[src/rtl/mem_port_arbiter_pkg.sv]
// Shared types for the IF/MEM memory port arbiter: FSM states, transaction owner
// and the memory request payload used for both the latched request and the mem_req_* bus.
package mem_port_arbiter_pkg;

    localparam int unsigned MEM_ADDR_W = 32;
    localparam int unsigned MEM_DATA_W = 32;
    localparam int unsigned MEM_BE_W   = MEM_DATA_W / 8;

    typedef enum logic [1:0] {
        IDLE,
        ISSUE,
        WAIT,
        RESP
    } arb_state_t;

    typedef enum logic {
        OWNER_IF,
        OWNER_D
    } arb_owner_t;

    typedef struct packed {
        logic                  we;
        logic [MEM_ADDR_W-1:0] addr;
        logic [MEM_DATA_W-1:0] wdata;
        logic [MEM_BE_W-1:0]   be;
    } mem_req_t;

endpackage

[src/rtl/mem_arb_grant.sv]
// Grant policy: data port wins unless fetch has waited through MAX_DATA_STREAK data grants.
module mem_arb_grant #(
    parameter int unsigned MAX_DATA_STREAK = 4
) (
    input  logic clock,
    input  logic reset,
    input  logic idle,
    input  logic if_valid,
    input  logic d_valid,
    output logic if_grant_c,
    output logic d_grant_c
);

    localparam int unsigned STREAK_W = $clog2(MAX_DATA_STREAK + 1);
    localparam logic [STREAK_W-1:0] STREAK_MAX = STREAK_W'(MAX_DATA_STREAK);

    logic [STREAK_W-1:0] streak;
    logic                fetch_turn;

    always_comb begin
        fetch_turn = if_valid && (!d_valid || (streak == STREAK_MAX));
        if_grant_c = idle && fetch_turn;
        d_grant_c  = idle && d_valid && !fetch_turn;
    end

    // Count data grants that made a waiting fetch wait longer; any other grant clears it.
    always_ff @(posedge clock or negedge reset) begin
        if (!reset) begin
            streak <= '0;
        end else if (d_grant_c) begin
            if (!if_valid) begin
                streak <= '0;
            end else if (streak != STREAK_MAX) begin
                streak <= streak + STREAK_W'(1);
            end
        end else if (if_grant_c) begin
            streak <= '0;
        end
    end

endmodule

[src/rtl/mem_port_arbiter.sv]
// Shares one single-port memory between the fetch and data requesters, one
// outstanding transaction at a time, with responses routed back to the owner.
module mem_port_arbiter
    import mem_port_arbiter_pkg::*;
#(
    parameter int unsigned ADDR_W          = MEM_ADDR_W,
    parameter int unsigned DATA_W          = MEM_DATA_W,
    parameter int unsigned MAX_DATA_STREAK = 4
) (
    input  logic                clock,
    input  logic                reset,
    input  logic                if_req_valid,
    input  logic [ADDR_W-1:0]   if_req_addr,
    output logic                if_req_ready,
    output logic                if_resp_valid,
    output logic [DATA_W-1:0]   if_resp_rdata,
    input  logic                d_req_valid,
    input  logic                d_req_we,
    input  logic [ADDR_W-1:0]   d_req_addr,
    input  logic [DATA_W-1:0]   d_req_wdata,
    input  logic [DATA_W/8-1:0] d_req_be,
    output logic                d_req_ready,
    output logic                d_resp_valid,
    output logic [DATA_W-1:0]   d_resp_rdata,
    output logic                mem_req_valid,
    input  logic                mem_req_ready,
    output logic                mem_req_we,
    output logic [ADDR_W-1:0]   mem_req_addr,
    output logic [DATA_W-1:0]   mem_req_wdata,
    output logic [DATA_W/8-1:0] mem_req_be,
    input  logic                mem_resp_valid,
    input  logic [DATA_W-1:0]   mem_resp_rdata,
    output logic                busy,
    output logic                err_unexp_resp
);

    arb_state_t          state;
    arb_owner_t          owner;
    mem_req_t            req_q;
    logic [DATA_W-1:0]   rdata_q;
    logic                idle_c;
    logic                if_grant_c;
    logic                d_grant_c;

    assign idle_c = (state == IDLE);

    mem_arb_grant #(
        .MAX_DATA_STREAK (MAX_DATA_STREAK)
    ) u_grant (
        .clock      (clock),
        .reset      (reset),
        .idle       (idle_c),
        .if_valid   (if_req_valid),
        .d_valid    (d_req_valid),
        .if_grant_c (if_grant_c),
        .d_grant_c  (d_grant_c)
    );

    assign if_req_ready  = if_grant_c;
    assign d_req_ready   = d_grant_c;

    assign mem_req_we    = req_q.we;
    assign mem_req_addr  = req_q.addr;
    assign mem_req_wdata = req_q.wdata;
    assign mem_req_be    = req_q.be;
    assign if_resp_rdata = rdata_q;
    assign d_resp_rdata  = rdata_q;

    always_ff @(posedge clock or negedge reset) begin
        if (!reset) begin
            state          <= IDLE;
            owner          <= OWNER_IF;
            req_q          <= '0;
            rdata_q        <= '0;
            mem_req_valid  <= 1'b0;
            busy           <= 1'b0;
            if_resp_valid  <= 1'b0;
            d_resp_valid   <= 1'b0;
            err_unexp_resp <= 1'b0;
        end else begin
            if (mem_resp_valid && (state != WAIT)) begin
                err_unexp_resp <= 1'b1;
            end
            case (state)
                IDLE: begin
                    if (d_grant_c) begin
                        req_q.we      <= d_req_we;
                        req_q.addr    <= d_req_addr;
                        req_q.wdata   <= d_req_wdata;
                        req_q.be      <= d_req_be;
                        owner         <= OWNER_D;
                        mem_req_valid <= 1'b1;
                        busy          <= 1'b1;
                        state         <= ISSUE;
                    end else if (if_grant_c) begin
                        // Fetches are always full-word reads.
                        req_q.we      <= 1'b0;
                        req_q.addr    <= if_req_addr;
                        req_q.wdata   <= '0;
                        req_q.be      <= '1;
                        owner         <= OWNER_IF;
                        mem_req_valid <= 1'b1;
                        busy          <= 1'b1;
                        state         <= ISSUE;
                    end
                end
                ISSUE: begin
                    if (mem_req_ready) begin
                        mem_req_valid <= 1'b0;
                        state         <= WAIT;
                    end
                end
                WAIT: begin
                    if (mem_resp_valid) begin
                        rdata_q       <= req_q.we ? '0 : mem_resp_rdata;
                        if_resp_valid <= (owner == OWNER_IF);
                        d_resp_valid  <= (owner == OWNER_D);
                        state         <= RESP;
                    end
                end
                RESP: begin
                    if_resp_valid <= 1'b0;
                    d_resp_valid  <= 1'b0;
                    busy          <= 1'b0;
                    state         <= IDLE;
                end
                default: begin
                    state <= IDLE;
                end
            endcase
        end
    end

endmodule

[config.mk]
export PLATFORM = sky130hd
export DESIGN_NAME = mem_port_arbiter
export DESIGN_NICKNAME = d
export VERILOG_FILES = /design/src/rtl/mem_port_arbiter_pkg.sv /design/src/rtl/mem_arb_grant.sv /design/src/rtl/mem_port_arbiter.sv
export SDC_FILE = /design/constraint.sdc
export NUM_CORES = 1
export LEC_CHECK = 0
export BUFFER_PORTS_ARGS = -buffer_cell sky130_fd_sc_hd__buf_2
export CAP_MARGIN = 20
export CORE_AREA = 2 2 109 111
export DETAILED_ROUTE_END_ITERATION = 8
export DIE_AREA = 0 0 111 113
export HOLD_SLACK_MARGIN = 0.02
export PLACE_DENSITY = 0.91
export SKIP_LAST_GASP = 1
export SYNTH_ARGS = -nofsm -noshare
export SYNTH_HDL_FRONTEND = slang
export SYNTH_SLANG_ARGS = --single-unit
[constraint.sdc]
create_clock -name clock -period 4.9 [get_ports clock]
set_input_delay 0.245 -clock clock [delete_from_list [all_inputs] [get_ports clock]]
set_output_delay 0.245 -clock clock [all_outputs]
set_load 0.01 [all_outputs]
==> impl_metrics.ini, run 1 <==
[timing]
fin_setup_tns_ns = 0
drv_slew = 0
rsz0062_at_grt = no
setup_violations = 0
hold_violations = 0
fmax_mhz = 380
layout_min_cycle_time_ns = 2.63
slew_headroom_pct = 32.8
finalCritPeriodShare_pct = 53.7
skew_ns = 0.0103
whs_ns = 0.00833
tightestPinTransition_ns = 1.01

[yosys]
synth.yosys.warnings = 0
synth_area_leaders = dfrtp_1, o21ai_0, a22o_1, buf_4, a31oi_1
avgSynthCellArea_sq_um = 10.2
synth_common_cells = dfrtp_1, o21ai_0, nand2_1
post-synth-top-count-cell = dfrtp_1
synth-edff-count = 0
synth_seq_cells = 112
synth_nets = 641
yosysTopAreaCellShare_pct = 55.4
synth_top_flop_cell = dfrtp_1
post_synth_num_cell_types = 34
yosysTopAreaCell = dfrtp_1
syn_area_sq_um = 5050
synthCells = 496
async_flop_share_pct = 100
seq_area_frac_synth_pct = 55.4

[route]
routedWlPerCell_microns = 15.9
ant_nets = 0
viasPerCell = 5.30
post-route-drc-count = 0
drt_first_iter_violations = 241
firstDrtPassIters = 6
route.vias.total = 4587
routed_wl_mm = 13.8

[clocking]
clk_pin_slew_ns = 0.08
cts_buffers = 9
clk_latency_ns = 0.35
cts_buffer_depth = 2
cts_resized = 0
cts_hold_buf = 0
cts_max_level = 3
cts_setup_buffers = 0
cts_root_buf = clkbuf_16
cts_tree = done
clock-sinks = 112

[worst_setup_path]
r2r-end = mem_req_wdata[11]
critPathMaxFanout = 35
r2r-start = u_grant.streak[0]
cp-end-kind = output pin
cp_slowest_cell = and2_4
cp-start-kind = flop
cp_data_required_time_ns = 4.66
crit_chain = inv_1, ha_1, and2_4, nand2_4, inv_4, buf_2
path_buf_inv = 3
path_delay_family = buffers and inverters
cpPeakStageDelay_ns = 0.47
r2r_slack_ns = 2.65
arrival_ns = 2.39
worst_r2r_path_depth = 6
path_class = reg -> out

[global_route]
grt.total_usage_pct = 21.6
antenna_found_initial = 0
grt_pass1_vias = 4321
grt_max_degree = 74
overflow = 0
grt_pass1_wl_mm = 21.8

[die]
core_sq_um = 11300
die_width_microns = 111
initial_core_util_pct = 44.8
dieHeight_microns = 113
io-pin-count = 279
die_area_sq_um = 12500
rows = 39

[place]
post-dp-hpwl_mm = 9.95
place_congestion = 0.797
place_inst = 849
portBuffers = 278

[final_layout]
filler_cell_count = 987
final_util_pct = 57.7
diodes = 0
syn2layout_area_growth_pct = 28.8
fin_cells = 865
drive_above_1_share_pct = 42.4
nNetsFinal = 862

[power_and_ir_drop]
pwr-share-seq_pct = 39.0
clkPwrFrac_pct = 17.6
switching_share_pct = 40.2
combPwrFrac_pct = 43.4
power.density_nw_per_um2 = 632
power.switching_w = 0.00165
p_leak_nw = 3.38
power.internal_w = 0.00246
irDropWorstVdd_mv = 0.337

[worst_hold_path]
hp-class = in -> async

[flow_run]
cap_violations = 0

[outcome]
outcome = completed
[layer usage]
metal | up-vias | GRT usage, % | share of wire (%)
met1 | 2177 | 26.0 | 39
met3 | 17 | 4.34 | 7.9
li1 | 2141 | - | -
met4 | 0 | 8.67 | 1.9
met2 | 252 | 38.3 | 51
met5 | - | 0 | 0
[registers in the layout (all words and copies together), names as in the netlist]
register / count
d_resp_rdata: 32
mem_req_addr: 32
mem_req_wdata: 32
mem_req_be: 4
u_grant.streak: 3
state: 2
busy: 1
d_resp_valid: 1
err_unexp_resp: 1
if_resp_valid: 1
mem_req_valid: 1
mem_req_we: 1
owner: 1
[worst register-to-register path, cell delays in order, from the launching register on]
cell	delay [ns]
dfrtp_1	0.38
inv_1	0.10
ha_1	0.22
nand3_2	0.58
nand2_4	0.37
inv_4	0.18
a22o_1	0.30
[cells in the final DEF (no fill, tap or decap), types with 2 or more instances in the layout]
cell type	count
nor2_1	36
buf_4	4
buf_2	277
nor2b_1	2
a22o_1	33
and3_1	2
a31oi_1	33
a21oi_1	35
clkinvlp_4	2
o22a_1	4
inv_6	2
clkinv_8	2
nand2b_1	32
dfrtp_1	112
clkbuf_16	9
inv_1	6
nand2_1	39
ha_1	6
o21ai_0	67
[power by group through the flow]
stage          clock network [W]  registers (W)  logic [W]
2_1_floorplan                  0        0.00175    0.00108
3_3_place_gp                   0        0.00159    0.00175
3_5_place_dp                   0        0.00161    0.00181
4_1_cts                 0.000744        0.00161    0.00181
5_1_grt                 0.000786        0.00166    0.00197
6_report                0.000725        0.00161    0.00178
[metrics by stage]
step	setup WS (ns)	area [sq um]	power (W)
finish	2.27	6510	0.00411
detailed placement	2.62	6210	0.00342
global route	2.06	6510	0.00442
floorplan	3.28	5050	0.00282
global placement	2.67	6210	0.00335
CTS	2.22	6510	0.00416
[final cells by class]
class	instances	area, sq um	area share [%]
Sequential cell	112	2800	43.1
Multi-Input combinational cell	306	1780	27.4
Timing Repair Buffer	281	1420	21.8
Clock buffer	9	225	3.46
Tap cell	143	179	2.75
Clock inverter	7	76.3	1.17
Inverter	7	28.8	0.442
[kinds of logic (layout without fill, tap and decap cells)]
family                   count (synthesis)  after routing  share of synthesized area (%)
buffers and inverters                   78            304                           9.53
multiplexers                             1              1                          0.223
AO/OA/AOI/OAI                          181            181                           22.2
flip-flops                             112            112                           55.4
AND/OR/NAND/NOR                        118            118                           11.1
adder cells (fa/ha/maj)                  6              6                           1.49
[worst max-delay path by stage]
stage / start / depth (start not counted) / end
finish: state[0] / 6 / d_req_ready
global route: state[0] / 6 / d_req_ready
CTS: state[0] / 6 / d_req_ready
detailed placement: state[0] / 6 / d_req_ready
global placement: state[0] / 6 / d_req_ready
floorplan: state[0] / 9 / mem_req_wdata[10]
Note: power is estimated with default switching activity, not from simulation.
==> run 2: changes to the inputs <==
Settings changed: ABC_AREA set to 1, CORE_AREA 2 2 109 111 to not set, CORE_UTILIZATION set to 45, DIE_AREA 0 0 111 113 to not set.
Clock period 4.9 ns to 2.7 ns, I/O delays scaled along.
==> impl_metrics.ini, run 2 <==
[outcome]
outcome = completed

[final_layout]
final_common_cell = buf_2
multi_input_area_sq_um = 1760
syn2layout_area_growth_pct = 35.8
mostFrequentLayoutCells = buf_2, nand2_1, dfrtp_1
regArea_sq_um = 2800
filler_cell_count = 966
nNetsFinal = 1076
final_util_pct = 62.6
drive_above_1_share_pct = 32.8

[clocking]
cts_resized = 0
clock-sinks = 112
clk_pin_slew_ns = 0.07
cts_tree = done
cts_root_buf = clkbuf_16
clk_latency_ns = 0.34
cts_max_level = 3
cts_buffers = 9
cts_buffer_depth = 2

[worst_setup_path]
critPathMaxFanout = 34
worst_r2r_path_depth = 8
r2r-end = state[1]
r2r-start = state[0]
critical_path.startpoint = state[0]
crit_end = d_req_ready
cp_data_required_time_ns = 2.57
cp-end-kind = output pin
path_class = reg -> out
arrival_ns = 2.05
r2r_slack_ns = 0.63
cp-start-kind = flop

[global_route]
overflow = 0
antenna_found_initial = 0
grt_max_degree = 58
grt.total_usage_pct = 24.5
grt_pass1_wl_mm = 22.6
grt_pass1_vias = 4828

[timing]
slew_headroom_pct = 33.1
drv_slew = 0
skew_ns = 0.00475
layout_min_cycle_time_ns = 2.18
rsz0062_at_grt = no
fmax_mhz = 458
fin_setup_tns_ns = 0
tightestPinTransition_ns = 1.00
finalCritPeriodShare_pct = 80.9
hold_violations = 0
setup_violations = 0

[yosys]
yosysTopAreaCellShare_pct = 53.2
post-synth-top-count-cell = nand2_1
synth-edff-count = 0
synth_common_cells = nand2_1, dfrtp_1, inv_1
synth.yosys.warnings = 0
seq_area_frac_synth_pct = 53.2
synth_nets = 811
synth_area_leaders = dfrtp_1, nand2_1, nand3_1, inv_1, buf_4
syn_area_sq_um = 5270
synth_seq_cells = 112
yosysTopAreaCell = dfrtp_1
synthCells = 666
synth_top_flop_cell = dfrtp_1
avgSynthCellArea_sq_um = 7.91
post_synth_num_cell_types = 20
async_flop_share_pct = 100

[route]
routed_wl_mm = 15.1
post-route-drc-count = 0
firstDrtPassIters = 5
routedWlPerCell_microns = 14.0
viasPerCell = 4.79
ant_nets = 0
drt_first_iter_violations = 366
route.vias.total = 5171

[place]
portBuffers = 278
place_congestion = 0.787
post-dp-hpwl_mm = 10.4

[die]
initial_core_util_pct = 46.1
die_width_microns = 110
io-pin-count = 279
rows = 39
dieHeight_microns = 110
die_area_sq_um = 12100
core_sq_um = 11400

[power_and_ir_drop]
irDropWorstVdd_mv = 0.630
power.density_nw_per_um2 = 1080
p_leak_nw = 4.35

[worst_hold_path]
hp-class = in -> reg

[flow_run]
cap_violations = 0
run 2: final cells by class:
| class | count | share of cell area, % |
|---|---|---|
| inverters | 84 | 4.41 |
| diodes | 1 | 0.0350 |
| repair buffers | 320 | 25.3 |
| flip-flops and latches | 112 | 39.2 |
| clock inverters | 6 | 0.857 |
| well taps | 143 | 2.50 |
| clock buffers | 9 | 3.15 |
| multi-input cells | 404 | 24.6 |
run 2: routing by layer:
| layer | track usage [%] | wire [microns] | vias up |
|---|---|---|---|
| met5 | 0 | 0 | - |
| met3 | 4.64 | 954 | 40 |
| met2 | 44.6 | 7810 | 247 |
| met1 | 27.6 | 5880 | 2362 |
| met4 | 11.7 | 479 | 0 |
| li1 | - | - | 2522 |
run 2: worst min-delay path by stage:
stage,cells after the start,from,endpoint
after detailed placement,1,reset,d_resp_rdata[24]
after CTS,3,mem_resp_rdata[28],d_resp_rdata[28]
after global placement,1,reset,d_resp_rdata[24]
after floorplan,0,reset,busy
after global routing,3,d_req_wdata[1],mem_req_wdata[1]
final,3,d_req_wdata[1],mem_req_wdata[1]
run 2: logic make-up (layout without fill, tap and decap cells):
logic type | count (synthesis) | after routing | synth area share [%]
AO/OA/AOI/OAI | 49 | 49 | 4.94
adder cells (fa/ha/maj) | 6 | 6 | 1.43
AND/OR/NAND/NOR | 348 | 348 | 26.6
XOR/XNOR | 1 | 1 | 0.166
buffers and inverters | 150 | 419 | 13.6
other | 0 | 1 | 0
flip-flops | 112 | 112 | 53.2
run 2: through the flow:
step           area (sq um)  setup WS, ns  hold WS, ns  power, W  cells
5_1_grt                7150         0.344       0.0320   0.00838   1078
6_report               7150         0.515       0.0337   0.00771   1079
2_1_floorplan          5270          1.24       -0.161   0.00513    666
3_3_place_gp           6510         0.673        0.240   0.00624   1028
4_1_cts                7150         0.496       0.0281   0.00773   1078
3_5_place_dp           6510         0.601        0.250   0.00637   1028
run 2: critical path: stages (launching register included):
cell and delay, ns:
dfrtp_1 0.41, inv_1 0.11, ha_1 0.27, nand2_1 0.09, inv_2 0.07, nand2_2 0.06, inv_2 0.45, buf_2 0.24
run 2: power breakdown:
part	switching [W]	total, W	internal, W
Clock	0.000596	0.00131	0.000712
Sequential	0.000514	0.00298	0.00247
Combinational	0.00210	0.00342	0.00133
Total	0.00321	0.00771	0.00450
run 2: timing repair:
item / CTS / global route
hold buffers: 35 / 0
setup buffers: 0 / 0
hold endpoints to repair: 90 / 0
